**src/rtl/shift_pkg.sv**
```systemverilog
// Shared types and constants for the multi-cycle right-shift/rotate sequencer.
package shift_pkg;

  localparam int WIDTH   = 32;
  localparam int SHAMT_W = 5;
  localparam int STG_W   = 3;

  typedef enum logic [1:0] {
    ST_IDLE = 2'd0,
    ST_RUN  = 2'd1,
    ST_DONE = 2'd2
  } state_t;

  typedef enum logic [1:0] {
    MODE_LSR = 2'd0,
    MODE_ASR = 2'd1,
    MODE_ROR = 2'd2
  } mode_t;

  // Rotate takes priority over arithmetic fill.
  function automatic mode_t mode_of(input logic rotate, input logic sra);
    if (rotate) begin
      return MODE_ROR;
    end else if (sra) begin
      return MODE_ASR;
    end
    return MODE_LSR;
  endfunction

endpackage

```
**src/rtl/shift_stage.sv**
```systemverilog
// One fixed-distance right-shift/rotate stage (distance 2^k), purely combinational.
// Zero latency, no handshake; passes w through unchanged when en is low.
module shift_stage
  import shift_pkg::*;
(
  input  logic [WIDTH-1:0] w,
  input  logic [STG_W-1:0] k,
  input  logic             en,
  input  mode_t            mode,
  output logic [WIDTH-1:0] y
);

  logic [SHAMT_W-1:0] d;

  always_comb begin
    d = SHAMT_W'(1) << k;
    y = w;
    if (en) begin
      case (mode)
        MODE_ROR: y = WIDTH'({w, w} >> d);
        MODE_ASR: y = $unsigned($signed(w) >>> d);
        default:  y = w >> d;
      endcase
    end
  end

endmodule

```
**src/rtl/shift_seq_ctrl.sv**
```systemverilog
// Sequencer walking one operand through stages 16,8,4,2,1, one per clock: 5 clocks accept-to-result.
// in_ready only in IDLE; result held stable in DONE until out_ready.
module shift_seq_ctrl #(
  parameter int WIDTH   = 32,
  parameter int SHAMT_W = 5
) (
  input  logic               clk,
  input  logic               rst,
  input  logic               in_valid,
  output logic               in_ready,
  input  logic [WIDTH-1:0]   in_data,
  input  logic [SHAMT_W-1:0] in_shamt,
  input  logic               in_sra,
  input  logic               in_rotate,
  output logic               out_valid,
  input  logic               out_ready,
  output logic [WIDTH-1:0]   out_data,
  output logic               busy
);

  import shift_pkg::*;

  state_t               state_q, state_d;
  logic [STG_W-1:0]     k_q;
  logic [WIDTH-1:0]     w_q;
  logic [SHAMT_W-1:0]   shamt_q;
  mode_t                mode_q;
  logic [WIDTH-1:0]     stage_y;

  shift_stage u_stage (
    .w    (w_q),
    .k    (k_q),
    .en   (shamt_q[k_q]),
    .mode (mode_q),
    .y    (stage_y)
  );

  always_ff @(posedge clk or posedge rst) begin
    if (rst) begin
      state_q <= ST_IDLE;
    end else begin
      state_q <= state_d;
    end
  end

  always_comb begin
    state_d = state_q;
    case (state_q)
      ST_IDLE: if (in_valid)  state_d = ST_RUN;
      ST_RUN:  if (k_q == '0) state_d = ST_DONE;
      ST_DONE: if (out_ready) state_d = ST_IDLE;
      default: state_d = ST_IDLE;
    endcase
  end

  // Operands are captured only on acceptance; later input changes are ignored.
  always_ff @(posedge clk or posedge rst) begin
    if (rst) begin
      k_q     <= '0;
      w_q     <= '0;
      shamt_q <= '0;
      mode_q  <= MODE_LSR;
    end else begin
      case (state_q)
        ST_IDLE: begin
          if (in_valid) begin
            w_q     <= in_data;
            shamt_q <= in_shamt;
            mode_q  <= mode_of(in_rotate, in_sra);
            k_q     <= STG_W'(SHAMT_W - 1);
          end
        end
        ST_RUN: begin
          w_q <= stage_y;
          if (k_q != '0) begin
            k_q <= k_q - 1'b1;
          end
        end
        default: ;
      endcase
    end
  end

  assign in_ready  = (state_q == ST_IDLE);
  assign out_valid = (state_q == ST_DONE);
  assign busy      = (state_q != ST_IDLE);
  assign out_data  = w_q;

endmodule

```
**config.mk**
```make
export PLATFORM = sky130hd
export DESIGN_NAME = shift_seq_ctrl
export DESIGN_NICKNAME = d
export VERILOG_FILES = /design/src/rtl/shift_pkg.sv /design/src/rtl/shift_stage.sv /design/src/rtl/shift_seq_ctrl.sv
export SDC_FILE = /design/constraint.sdc
export NUM_CORES = 1
export LEC_CHECK = 0
export CAP_MARGIN = 20
export CORE_MARGIN = 2
export CORE_UTILIZATION = 50
export DETAILED_ROUTE_END_ITERATION = 16
export PLACE_DENSITY_LB_ADDON = 0.25
export SLEW_MARGIN = 20
export SYNTH_ARGS = -nofsm -noshare
export SYNTH_HDL_FRONTEND = slang
export SYNTH_SLANG_ARGS = --single-unit
```
**constraint.sdc**
```tcl
create_clock -name clk -period 5.2 [get_ports clk]
set_input_delay 1.04 -clock clk [delete_from_list [all_inputs] [get_ports clk]]
set_output_delay 1.04 -clock clk [all_outputs]
set_load 0.005 [all_outputs]
```
* Word-level counts from Yosys, hierarchy flattened
Cells that the tools add are included.
Word-level totals: flip-flop bits (word level) 44, input bits 43, output and inout port bits 35, word-level logic and storage cells 49
Cells by class: add/subtract/negate cells 1, magnitude comparators 1, eq/ne operators 9, shift operators 4, multiplexer cells 20, reductions and logical operators 9
Operator list (number):
- 32-bit case mux with 2 select lines | 2
- 32-bit 2-to-1 mux | 2
- 64-bit by 5-bit right shift with 32-bit output | 1
- 32-bit by 5-bit right shift with 32-bit output | 1
- 32-bit by 5-bit >>> shifter with 32-bit output | 1
- 2-bit 2-to-1 mux | 6
- 3-bit AND reduction | 3
- 3-bit 2-to-1 mux | 2
- 2-bit != test, second input constant | 3
- 2-bit case mux with 3 select lines | 1
- 3-bit case mux with 2 select lines | 1
- 1-bit 2-to-1 mux | 5
- 1-bit by 3-bit << shifter with 5-bit output, first input constant | 1
- 2-bit by 1-bit == test with 1-bit output, second input constant | 2
- 2-bit == test, second input constant | 2
- 3-bit by 4-bit < comparator with 1-bit output, second input constant | 1
- 2-bit by 1-bit != test with 1-bit output, second input constant | 2
- 2-bit nonzero test | 2
- 1-bit binary-select mux with 3-bit select | 1
- 3-bit zero test | 1
- 3-bit nonzero test | 1
- 3-bit by 1-bit subtractor with 3-bit output, second input constant | 1
- 2-bit zero test | 1
- 2-bit AND reduction | 1

* Depth between registers and ports, before layout
depth in word-level cells 5, gate-level depth with buffers 12, mapped depth without buffers 8

* Cells and area by module
Synthesis repeated with hierarchy kept, for this count alone.
Second synthesis, totals: cell total of the unflattened synthesis 523, area total of the unflattened synthesis 4443.0 µm²
Modules (own cells, without submodules):
- shift_stage | instances 1, cells each 333, area each 2344.7 µm², sequential area each 0.0 µm²
- shift_seq_ctrl | instances 1, cells each 190, area each 2098.3 µm², sequential area each 1101.1 µm²

* Worst setup path before layout
Ideal clock, no wire load.
kind register -> register, start register k_q[0], end register w_q[9], in the netlist out_data[9], library setup time 0.126 ns, arrival 2.300 ns, required time 5.074 ns, setup slack 2.774 ns, cell stages (with the launch flop) 10, buffers on the path 2, period minus slack after synthesis 2.426 ns, cells stage by stage dfrtp_1 -> inv_1 -> ha_1 -> nor2b_2 -> buf_6 -> buf_12 -> mux4_2 -> mux2i_4 -> a221oi_1 -> a221o_1
On the way: word-level cells in the longest chain between the ends 5, elaborated cells between the ends (all ways) 11, those cells by class 1 x eq/ne; 4 x shift; 5 x mux; 1 x reduce/logical
RTL lines:
- from (decl) | RTL line shift_seq_ctrl.sv:24 | logic [STG_W-1:0] k_q;
- from (signal assigned) | RTL line shift_seq_ctrl.sv:70 | k_q <= STG_W'(SHAMT_W - 1);
- from (signal assigned) | RTL line shift_seq_ctrl.sv:76 | k_q <= k_q - 1'b1;
- 1-bit by 3-bit << shifter with 5-bit output | RTL line shift_stage.sv:16 | d = SHAMT_W'(1) << k;
- 32-bit by 5-bit right shift with 32-bit output, or another cell as far along | RTL line shift_stage.sv:22 | default: y = w >> d;
- 32-bit case mux with 2 select lines | RTL line shift_stage.sv:19 | case (mode)
- 32-bit 2-to-1 mux | RTL line shift_stage.sv:18 | if (en) begin
- 32-bit case mux with 2 select lines | RTL line shift_seq_ctrl.sv:64 | case (state_q)
- to (signal assigned) | RTL line shift_seq_ctrl.sv:67 | w_q <= in_data;
- to (signal assigned) | RTL line shift_seq_ctrl.sv:74 | w_q <= stage_y;
- to (decl) | RTL line shift_seq_ctrl.sv:25 | logic [WIDTH-1:0] w_q;
Several ways; a longest one is shown, not always the timed one. The select of a mux whose other input is x is not followed. A chain may end at the register's enable or synchronous reset.

* Worst setup path in the final report
start register k_q[1], end register w_q[9], in the netlist out_data[9]
The elaborated chain is that of the path after synthesis.

==> impl_metrics.toml <==
[run_status]
status = "finished clean"

[timing]
hold-worst-slack_ns = 0.522
tightest_slew_ns = 1.11
hold_viol = 0
maxSlewHeadroom = 0.253
fmax_mhz = 244
setup-violations-final = 0
final_max_slew_viol_count = 0
skew_ns = 0.0115
fin_crit_sh = 0.787
grt_setup_unrepaired = "false"
finalCriticalPeriod_ns = 4.09
setup_tns_ns = 0

[floorplan]
ioPinCount = 78
die_w_um = 108
core_sq_mm = 0.0104
die-area_sq_mm = 0.0116
fp-row-count = 37
die_h_um = 108
initial_core_util = 0.518

[setup_path]
reg2reg_to = "out_data[9]"
cp.arrival_ns = 4.30
critPathRequiredTime_ns = 5.41
crit_chain = "inv_1 -> ha_1 -> nand2b_1 -> a2111oi_0 -> a31oi_1 -> nand2_1 -> o21ai_0 -> a221o_1"
startpoint = "k_q[1]"
endpoint = "out_data[9]"
cp_slowest_cell = "nand2b_1"
max_stage_delay_ns = 0.85
crit_type = "flop to flop"
worstRegToRegCells = 8
cp-end-kind = "flop"
path_max_fanout = 20
regToRegStartpoint = "k_q[1]"
cp-start-kind = "flop"
worst-r2r-setup-slack_ns = 1.11

[drt]
drc = 0
wl_mm = 25.6
via_count = 6488
postRouteAntennaNets = 0
wire_per_inst_um = 31.1
routed_via_density = 7.89
first_pass_iters = 6
drt_iter0_markers = 1091

[flow_run]
cap_violations = 0

[clock_tree]
clk_pin_slew_ns = 0.10
clock_path_buffers = 2
cts.sinks = 44
cts_root_buf = "clkbuf_8"
cts_setup_buffers = 0
clock_latency_ns = 0.33
h-tree-depth = 2
cts-buffers-inserted = 5
cts-resized-gates = 0
cts_tree = "yes"
postCtsHoldBufs = 0

[synthesis]
synthesis.area_sq_mm = 0.00539
yosysMostFrequentCell = "nand2_1"
synth_top_area_cell = "dfrtp_1"
yosys-top-cells-area = "dfrtp_1 (20%), mux4_2 (6.7%), mux2i_1 (5.6%)"
synth_fp_nets = 706
synthSimpleGateAreaFrac = 0.204
netlist.area_leader.share = 0.204
ys_warn_count = 0
synth_compound_area_frac = 0.308
synth_edf_count = 0
ys_types = 85
ys_seq_area_frac = 0.204
ys_ff_latch = 44
synth_cells = 658
synth_xor_xnor_area_share = 0
yosys-top-cells-count = "nand2_1 (64), nor2_1 (57), dfrtp_1 (44), o21ai_0 (38), a21oi_1 (34)"
synthAdderAreaFrac = 0.0116
synth_top_family_by_area = "compound AO/OA/AOI/OAI gates"
async_flop_share = 1.00
synth-main-ff-cell = "dfrtp_1"
syn_area_per_cell_sq_um = 8.19
synth_mux_area_frac = 0.186

[global_routing]
grt_use_met3 = 0.160
grt_use_met1 = 0.597
antenna_found_initial = 0
grt_max_degree = 45
grt_first_pass_wirelength_mm = 38.0
grt_pass1_vias = 6101
grt-ovfl-total = 0
track_usage = 0.442
grt.busiest_layer = "met2"
use_met2 = 0.623

[layout]
fill_cells = 988
drive_gt1_frac = 0.124
seq_area_sq_mm = 0.00110
multi_input_area_sq_mm = 0.00383
num-nets-final = 733
n_antenna_cell = 0
area_growth_pct = 14.3

[hold_path]
hold_class = "flop to flop"

[place]
portBuffers = 77
hpwl_mm = 17.6
gp_congestion = 1.08
-- state kept, by name, indices dropped and copies added, names as in the netlist --
signal / count
shamt_q: 5
out_data: 32
k_q: 3
state_q: 2
mode_q: 2
-- cells in the final DEF (no fill, tap or decap), types with 11 or more instances in the layout --
cell / n
clkdlybuf4s50_1: 77
a21oi_1: 34
nand2_1: 64
o22ai_1: 16
nand3_1: 16
nand2b_1: 13
dfrtp_1: 44
mux4_2: 16
mux2_2: 19
nor3_1: 25
or3_1: 11
a31oi_1: 13
mux2i_1: 30
inv_1: 14
o21ai_0: 38
buf_4: 13
nor2_1: 57
-- stage by stage --
stage,area (sq um),util,setup WS (ns),instances
finish,6160,0.592,1.11,822
global route,6160,0.592,1.02,822
CTS,6160,0.591,1.32,822
detailed placement,6030,0.579,1.33,814
global placement,6030,0.579,1.30,814
floorplan,5390,-,2.77,658
-- worst max-delay path: cells and delay by family, from the launching register on --
family,cells,cell delay (ns)
DFF,1,0.44
and+or+nand+nor,2,1.06
adders and majority gates,1,0.81
buffers and inverters,1,0.14
AOI/OAI and AO/OA,4,1.51
-- layout make-up --
cell class,instances,share of cell area
flip-flops and latches,44,0.179
inverters,17,0.0106
repair buffers,90,0.141
clock inverters,1,0.00487
well taps,136,0.0276
multi-input cells,527,0.622
clock buffers,7,0.0156
-- cells by family (layout without fill, tap and decap cells) --
group | count (synthesis) | after routing
DFF | 44 | 44
adders and majority gates | 5 | 5
AOI/OAI and AO/OA | 228 | 228
and+or+nand+nor | 224 | 224
muxes | 70 | 70
buffers and inverters | 87 | 115
-- how the worst min path moves through the flow --
stage	from	endpoint	slack, ns	cells after the start
after global routing	shamt_q[0]	shamt_q[0]	0.55	1
after global placement	shamt_q[2]	shamt_q[2]	0.49	1
after detailed placement	shamt_q[2]	shamt_q[2]	0.50	1
after floorplan	shamt_q[4]	shamt_q[4]	0.47	1
after CTS	shamt_q[2]	shamt_q[2]	0.52	1
final	shamt_q[2]	shamt_q[2]	0.52	1
-- metal layers --
layer | share of wire | vias to the layer above
met5 | 0 | -
met4 | 0.064 | 0
met3 | 0.16 | 176
met2 | 0.41 | 684
met1 | 0.37 | 3038
li1 | - | 2590
Power is not shown: default switching activity piles up to over one toggle a cycle in this logic, so the estimate is an artifact.
